--- src/rtl/if_fetch.sv ---
// Instruction fetch front end: issues 8-byte-aligned fetches, buffers returned pairs with their PC for ID.
// Latency: data_ok to inst_valid is 1 cycle (packet FIFO output comes straight from storage flops).
// Backpressure: ID stall holds the head packet; requests need a free FIFO slot per outstanding fetch (credit).
//
// Ports:
//   clk, resetn            clock, asynchronous active-low reset
//   br_bus[32:0]           {br_e, br_addr}; br_e redirects fetch to br_addr and flushes buffered packets
//   stall                  ID cannot take the head packet this cycle
//   inst_sram_*            request/response port; responses return in request order
//   pc, inst_valid, inst   head packet toward ID; pc[2]=1 means the lower word is not to be issued
module if_fetch #(
    parameter logic [31:0] RESET_PC   = 32'hbfc0_0000,
    parameter int          FIFO_DEPTH = 2
) (
    input  logic        clk,
    input  logic        resetn,
    input  logic [32:0] br_bus,
    input  logic        stall,
    output logic        inst_sram_req,
    output logic [31:0] inst_sram_addr,
    input  logic        inst_sram_addr_ok,
    input  logic        inst_sram_data_ok,
    input  logic [63:0] inst_sram_rdata,
    output logic [31:0] pc,
    output logic        inst_valid,
    output logic [63:0] inst
);
    localparam int          PW      = (FIFO_DEPTH > 1) ? $clog2(FIFO_DEPTH) : 1;
    localparam int          CW      = PW + 1;
    localparam logic [CW:0] DEPTH_V = (CW + 1)'(FIFO_DEPTH);

    logic            br_e;
    logic [31:0]     br_addr;

    logic            started_q, started_d;
    logic            seen_acc_q, seen_acc_d;
    logic [31:0]     fetch_pc_q, fetch_pc_d;
    logic [CW-1:0]   out_cnt_q, out_cnt_d;
    logic [CW-1:0]   dis_cnt_q, dis_cnt_d;
    logic [CW-1:0]   fifo_cnt_q, fifo_cnt_d;
    logic [PW-1:0]   head_q, head_d, tail_q, tail_d;
    logic [PW-1:0]   ipc_head_q, ipc_head_d, ipc_tail_q, ipc_tail_d;
    logic [31:0]     ipc_mem_q [FIFO_DEPTH];
    logic [31:0]     pkt_pc_q  [FIFO_DEPTH];
    logic [63:0]     pkt_dat_q [FIFO_DEPTH];

    logic            accept, resp, drop, push, pop;
    logic [CW:0]     used_slots;

    assign br_e    = br_bus[32];
    assign br_addr = br_bus[31:0];

    // Every outstanding request owns a packet slot, so a response can always be stored.
    assign used_slots     = {1'b0, out_cnt_q} + {1'b0, fifo_cnt_q};
    assign inst_sram_req  = started_q & ~br_e & (used_slots < DEPTH_V);
    assign inst_sram_addr = {fetch_pc_q[31:3], 3'b000};

    assign accept = inst_sram_req & inst_sram_addr_ok;
    // A data_ok with nothing outstanding (stray beat after reset) is ignored.
    assign resp   = inst_sram_data_ok & (out_cnt_q != '0);
    // Wrong-path responses: already marked for discard, or returning in the redirect cycle.
    assign drop   = resp & ((dis_cnt_q != '0) | br_e);
    assign push   = resp & ~drop;

    assign inst_valid = (fifo_cnt_q != '0);
    assign pop        = inst_valid & ~stall & ~br_e;
    assign pc         = pkt_pc_q[head_q];
    assign inst       = pkt_dat_q[head_q];

    always_comb begin
        started_d  = 1'b1;
        seen_acc_d = seen_acc_q | accept;
        fetch_pc_d = fetch_pc_q;
        out_cnt_d  = out_cnt_q + CW'(accept) - CW'(resp);
        ipc_tail_d = accept ? ipc_tail_q + 1'b1 : ipc_tail_q;
        ipc_head_d = resp   ? ipc_head_q + 1'b1 : ipc_head_q;
        dis_cnt_d  = dis_cnt_q;
        fifo_cnt_d = fifo_cnt_q;
        head_d     = head_q;
        tail_d     = tail_q;
        if (br_e) begin
            // Everything still in flight is wrong-path now, including requests already
            // marked; the response returning this cycle is dropped here directly.
            fetch_pc_d = br_addr;
            dis_cnt_d  = out_cnt_q - CW'(resp);
            fifo_cnt_d = '0;
            head_d     = '0;
            tail_d     = '0;
        end else begin
            if (accept) begin
                fetch_pc_d = {fetch_pc_q[31:3] + 29'd1, 3'b000};
            end
            dis_cnt_d  = dis_cnt_q - CW'(resp & (dis_cnt_q != '0));
            fifo_cnt_d = fifo_cnt_q + CW'(push) - CW'(pop);
            head_d     = pop  ? head_q + 1'b1 : head_q;
            tail_d     = push ? tail_q + 1'b1 : tail_q;
        end
    end

    always_ff @(posedge clk or negedge resetn) begin
        if (!resetn) begin
            started_q  <= 1'b0;
            seen_acc_q <= 1'b0;
            fetch_pc_q <= RESET_PC;
            out_cnt_q  <= '0;
            dis_cnt_q  <= '0;
            fifo_cnt_q <= '0;
            head_q     <= '0;
            tail_q     <= '0;
            ipc_head_q <= '0;
            ipc_tail_q <= '0;
            for (int i = 0; i < FIFO_DEPTH; i++) begin
                ipc_mem_q[i] <= '0;
                pkt_pc_q[i]  <= '0;
                pkt_dat_q[i] <= '0;
            end
        end else begin
            started_q  <= started_d;
            seen_acc_q <= seen_acc_d;
            fetch_pc_q <= fetch_pc_d;
            out_cnt_q  <= out_cnt_d;
            dis_cnt_q  <= dis_cnt_d;
            fifo_cnt_q <= fifo_cnt_d;
            head_q     <= head_d;
            tail_q     <= tail_d;
            ipc_head_q <= ipc_head_d;
            ipc_tail_q <= ipc_tail_d;
            // Issued PC keeps bit 2 so an unaligned branch target skips the lower word.
            if (accept) begin
                ipc_mem_q[ipc_tail_q] <= fetch_pc_q;
            end
            if (push) begin
                pkt_pc_q[tail_q]  <= ipc_mem_q[ipc_head_q];
                pkt_dat_q[tail_q] <= inst_sram_rdata;
            end
        end
    end

    always_ff @(posedge clk) begin
        if (resetn) begin
            assert (used_slots <= DEPTH_V);
            assert (dis_cnt_q <= out_cnt_q);
            assert (!(inst_sram_data_ok && (out_cnt_q == '0) && seen_acc_q));
        end
    end
endmodule
--- config.mk ---
export PLATFORM = sky130hd
export DESIGN_NAME = if_fetch
export DESIGN_NICKNAME = d
export VERILOG_FILES = /design/src/rtl/if_fetch.sv
export SDC_FILE = /design/constraint.sdc
export NUM_CORES = 1
export LEC_CHECK = 0
export CORE_UTILIZATION = 50
export CTS_BUF_LIST = sky130_fd_sc_hd__clkbuf_4
export CTS_CLUSTER_SIZE = 10
export DETAILED_ROUTE_END_ITERATION = 8
export PLACE_DENSITY_LB_ADDON = 0.25
export SLEW_MARGIN = 20
export SYNTH_ARGS = -nofsm -noshare
export SYNTH_HDL_FRONTEND = slang
export SYNTH_SLANG_ARGS = --single-unit
--- constraint.sdc ---
create_clock -name clk -period 2.8 [get_ports clk]
set_input_delay 0.7 -clock clk [delete_from_list [all_inputs] [get_ports clk]]
set_output_delay 0.7 -clock clk [all_outputs]
set_load 0.03 [all_outputs]
== After elaboration in Yosys (flattened, before gate mapping) ==
Index checks and enable logic that the tools add are counted.
Widths: inputs -> output; s select.

* Register bits: 299
* Input port bits: 102
* Output and inout bits: 130
* Logic and storage cells: 85

* $add $sub $neg: 12
* $lt $le $gt $ge: 7
* Multiplexer cells: 26
* Bitwise operators: 17
* Reduce and logical (&&, ||, !) cells: 8

{| class="wikitable"
|+ Operators by type and width
! kind !! count
|-
| $mux 32 || 10
|-
| $mux 64 || 4
|-
| $bwmux 128 || 1
|-
| $bwmux 64 || 2
|-
| $demux 32 s1 || 2
|-
| $demux 64 s1 || 1
|-
| $add 29x1->29 const B || 1
|-
| $reduce_bool 2->1 || 6
|-
| $and 1x1->1 || 9
|-
| $ge 2x2->1 const B || 4
|-
| $not 1->2 || 4
|-
| $sub 2x1->2 || 4
|-
| $add 1x1->1 const B || 4
|-
| $add 2x1->2 || 2
|-
| $lt 2x1->1 const B || 2
|-
| $mux 1 || 4
|-
| $mux 2 || 2
|-
| $add 2x2->3 || 1
|-
| $lt 3x2->1 const B || 1
|-
| $not 1->1 || 3
|-
| $logic_and 1x1->1 || 2
|-
| $or 1x1->1 || 1
|}

== Longest topological paths before layout ==
* Depth in word-level cells: 8
* Depth in mapped cells: 9
* Gate-level depth less buffers: 9

== Worst setup path before layout ==
Ideal clock, no wire load.

* Kind: reg2reg
* From: register out_cnt_q[0]
* To: register ipc_mem_q[54] in the netlist's numbering
* Setup time: 0.125 ns
* Arrival time: 2.925 ns
* Required time: 2.675 ns
* Slack: -0.249 ns
* Stages on the path, launching flop included: 9
* Buffers on the path: 2
* Period minus slack after synthesis: 3.049 ns
* Path through: dfrtp_1 and2_1 fa_1 nor4b_2 nand2_1 or2_1 clkbuf_1 clkbuf_1 mux2_2

* Longest elaborated chain between the ends: 4

{| class="wikitable"
|+ RTL lines
! element !! RTL line !! text
|-
| start, declared || 38 || <nowiki>logic [CW-1:0] out_cnt_q, out_cnt_d;</nowiki>
|-
| start signal, assigned || 121 || <nowiki>out_cnt_q <= out_cnt_d;</nowiki>
|-
| $add 2x2->3 || 54 || <nowiki>assign used_slots = {1'b0, out_cnt_q} + {1'b0, fifo_cnt_q};</nowiki>
|-
| $lt 3x2->1 || 55 || <nowiki>assign inst_sram_req = started_q & ~br_e & (used_slots < DEPTH_V);</nowiki>
|-
| $and 1x1->1 || 55 ||
|-
| via inst_sram_req || 19 || <nowiki>output logic inst_sram_req,</nowiki>
|-
| $and 1x1->1 || 58 || <nowiki>assign accept = inst_sram_req & inst_sram_addr_ok;</nowiki>
|-
| end signal, assigned by index || 130 || <nowiki>ipc_mem_q[ipc_tail_q] <= fetch_pc_q;</nowiki>
|-
| end, declared || 43 || <nowiki>logic [31:0] ipc_mem_q [FIFO_DEPTH];</nowiki>
|}

The timed path passes the listed nets, and every way through them passes these cells.
A chain may end at the register's enable or synchronous reset.

== Worst setup path in the final report ==
* From: register fifo_cnt_q[0]
* To: output port inst_sram_req

* Longest elaborated chain between the ends: 3

{| class="wikitable"
|+ RTL lines
! element !! RTL line !! text
|-
| start, declared || 40 || <nowiki>logic [CW-1:0] fifo_cnt_q, fifo_cnt_d;</nowiki>
|-
| start signal, assigned || 123 || <nowiki>fifo_cnt_q <= fifo_cnt_d;</nowiki>
|-
| $add 2x2->3 || 54 ||
|-
| $lt 3x2->1 || 55 ||
|-
| $and 1x1->1 || 55 ||
|-
| end, declared || 19 ||
|}

No other way between the ends.

==> flow_summary.json <==
{
  "drive_gt1_share_pct": 51.7,
  "core-area_um2": 26900,
  "critPathKind": "reg2out",
  "fillers": 2095,
  "cts.clk_slew.worst_paths_ns": 0.06,
  "synth-seq-cells": 299,
  "fin_setup_tns_ns": -0.0873,
  "drv_slew": 0,
  "switching_share_pct": 34.1,
  "rsz0062_at_grt": "yes",
  "multi_input_area_um2": 5720,
  "cts_made_buffers": 82,
  "finalNonFillerCells": 1683,
  "yosysWarnings": 0,
  "wl_per_cell_um": 17.7,
  "syn_area_per_cell_um2": 13.7,
  "layout_setup_ws_ns": -0.0873,
  "antenna_left": 0,
  "cp-end-kind": "output port",
  "antenna_found_initial": 1,
  "synth_ff_type": "dfrtp_1",
  "cp-start-kind": "flop",
  "synthesis.instances": 999,
  "period_needed_ns": 2.89,
  "setup_viol": 1,
  "seq_area_frac_synth_pct": 54.8,
  "layout.nets": 1390,
  "gp_congestion": 0.787,
  "timing.final.crit_share_pct": 103,
  "finalHoldViolations": 0,
  "leakage_nw": 8.02,
  "drv_cap": 0,
  "fin_total_pwr_mw": 17.8,
  "vias": 8951,
  "tritoncts": "built",
  "grt_pass1_wl_mm": 49.1,
  "area_growth_syn_to_layout_pct": 28.0,
  "clock_latency_ns": 0.64,
  "drc_errors": 0,
  "synth_edf_count": 0,
  "cp_max_fo": 2,
  "synthArstFlopShare_pct": 100,
  "die_x_um": 167,
  "p_sw_mw": 6.05,
  "holdCritPathClass": "reg2reg",
  "pwr-share-comb_pct": 39.8,
  "irDropWorstVdd_uv": 597,
  "postLayoutCoreUtil_pct": 65.1,
  "ios": 232,
  "grt_max_degree": 71,
  "h-tree-depth": 3,
  "cp.arrival_ns": 2.19,
  "start_util_pct": 50.9,
  "slew_headroom_pct": 60.8,
  "violations": "setup timing",
  "via_per_inst": 5.32,
  "power_density_nw_per_um2": 1010,
  "skew_ns": 0.0299,
  "grt_overflow": 0,
  "root_buffer": "clkbuf_4",
  "synth.cell_area_um2": 13700,
  "clkPwrFrac_pct": 21.6,
  "seq_power_share_pct": 38.6,
  "portBuffers": 228,
  "hpwl_mm": 20.0,
  "cts_num_sinks": 299,
  "pre_cts_ws_ns": 0.0231,
  "die_y_um": 167,
  "wl_mm": 29.8,
  "seqCellArea_um2": 7500,
  "reg2reg_slack_ns": 0.02,
  "rows": 60,
  "grt_pass1_vias": 9699,
  "die-area_um2": 28000,
  "max_freq_mhz": 346,
  "ys_types": 44,
  "dr.pass1.iters": 5,
  "tightest_slew_ns": 0.588,
  "clock_path_buffers": 3,
  "dp_cells": 1523,
  "intPower_mw": 11.7,
  "required_ns": 2.10,
  "outcome": "complete, but fails checks",
  "dr.first_iter.drc_count": 313,
  "track_usage_pct": 21.8
}
-- power by group through the flow --
stage | sequential [mW] | combinational [mW] | clock, mW
after floorplan | 6.59 | 5.11 | 0
after global placement | 6.84 | 7.34 | 0
after detailed placement | 6.93 | 7.44 | 0
after CTS | 6.86 | 7.24 | 4.00
after global routing | 7.09 | 7.56 | 4.24
final | 6.85 | 7.06 | 3.84
-- per-layer routing --
metal / up-vias / part of all wire [%] / global-route usage, %
li1: 4161 / - / -
met5: - / 0 / 0
met4: 0 / 2.2 / 8.26
met2: 238 / 49 / 35.0
met1: 4498 / 43 / 27.9
met3: 54 / 6.2 / 6.69
-- cells in the mapped netlist (all sizes together) (2+ instances only) --
| cell | number | area share (%) |
|---|---|---|
| nor2b | 6 | 0.27 |
| nor2 | 21 | 0.58 |
| nand2 | 44 | 1.2 |
| buf | 50 | 2.4 |
| nand2b | 2 | 0.091 |
| a21oi | 2 | 0.073 |
| conb | 2 | 0.055 |
| nand3b | 2 | 0.11 |
| dfrtp | 290 | 53 |
| xor2 | 7 | 0.45 |
| and3 | 4 | 0.18 |
| mux2 | 383 | 32 |
| nand4 | 12 | 0.55 |
| a211o | 3 | 0.19 |
| and2 | 4 | 0.18 |
| o31a | 5 | 0.32 |
| inv | 9 | 0.25 |
| nand3 | 9 | 0.33 |
| nor3 | 7 | 0.26 |
| mux2i | 2 | 0.15 |
| clkbuf | 38 | 1.0 |
| or4 | 8 | 0.47 |
| o21ai | 25 | 0.91 |
| and4 | 5 | 0.32 |
| a31oi | 7 | 0.32 |
| o311a | 2 | 0.15 |
| nor4 | 4 | 0.18 |
| xnor2 | 13 | 0.83 |
| dfstp | 9 | 1.7 |
| ha | 7 | 0.64 |
| a221oi | 2 | 0.13 |
| o31ai | 5 | 0.27 |
| or3 | 3 | 0.14 |
-- final cells by class --
| type | instances | share of cell area [%] |
|---|---|---|
| sequential | 299 | 42.8 |
| multi-input combinational | 605 | 32.7 |
| timing repair buffer | 283 | 15.8 |
| clock buffer | 134 | 5.75 |
| tap | 341 | 2.44 |
| clock inverter | 11 | 0.236 |
| inverter | 9 | 0.193 |
| antenna | 1 | 0.0143 |
-- cell usage in the layout, fill, tap and decap left out, drive strengths merged, types with 5 or more instances in the layout --
cell type      netlist  final
xnor2               13     13
nor2b                6      6
dfrtp              290    290
inv                  9     12
o31a                 5      5
or4                  8      8
nand3                9      9
ha                   7      7
clkdlybuf4s15        0     44
mux2               383    383
nor3                 7      7
o31ai                5      5
clkdlybuf4s50        0    128
clkinv               0      8
nor2                21     21
and4                 5      5
buf                 50     96
nand2               44     44
a31oi                7      7
o21ai               25     25
xor2                 7      7
clkbuf              38    147
nand4               12     12
dfstp                9      9
-- through the flow --
stage | hold slack, ns | cell area, um2
after floorplan | 0.404 | 13700
after global placement | 0.466 | 16400
final | 0.483 | 17500
after detailed placement | 0.469 | 16400
after global routing | 0.507 | 17500
after CTS | 0.486 | 17600
-- final timing paths --
check                               from             end  depth (start not counted)
hold reg to reg            ipc_mem_q[20]   ipc_mem_q[20]                          2
max in group asynchronous         resetn    pkt_pc_q[29]                          3
setup reg to reg           fifo_cnt_q[0]  fetch_pc_q[31]                          8
setup / recovery           fifo_cnt_q[0]   inst_sram_req                          5
min in group asynchronous         resetn    pkt_dat_q[8]                          2
hold / removal             ipc_mem_q[20]   ipc_mem_q[20]                          2
-- registers in the layout (all words and copies together), names as in the netlist, 2 cells and up --
signal and cells:
fetch_pc_q 32, out_cnt_q 2, fifo_cnt_q 2, pkt_dat_q 128
pkt_pc_q 64, ipc_mem_q 64, dis_cnt_q 2
-- cells by family (layout without fill, tap and decap cells) --
| logic type | count (synthesis) | count (layout) | share of synthesized area [%] |
|---|---|---|---|
| flops | 299 | 299 | 54.8 |
| compound gates | 52 | 52 | 2.42 |
| mux | 385 | 385 | 31.7 |
| xor+xnor | 20 | 20 | 1.28 |
| simple gates | 136 | 136 | 5.23 |
| buf+inv | 97 | 437 | 3.73 |
| fa+ha+maj | 8 | 8 | 0.787 |
| other cells | 2 | 5 | 0.0549 |
-- timing repair --
action | 4_1_cts | 5_1_grt
pin swaps | 4 | 3
buffers inserted | 5 | 7
resized for setup | 289 | 79
endpoints found under the hold margin | 5 | 0
endpoints found under the setup margin | 94 | 59
hold buffers | 1 | 0
cloned | 0 | 1
-- worst max-delay path: stages (launching register included) --
cell,delay [ns]
dfrtp_1,0.38
and2_4,0.16
fa_2,0.47
nor4b_4,0.24
buf_4,0.16
buf_6,0.12
Note: power is estimated with default switching activity, not from simulation.
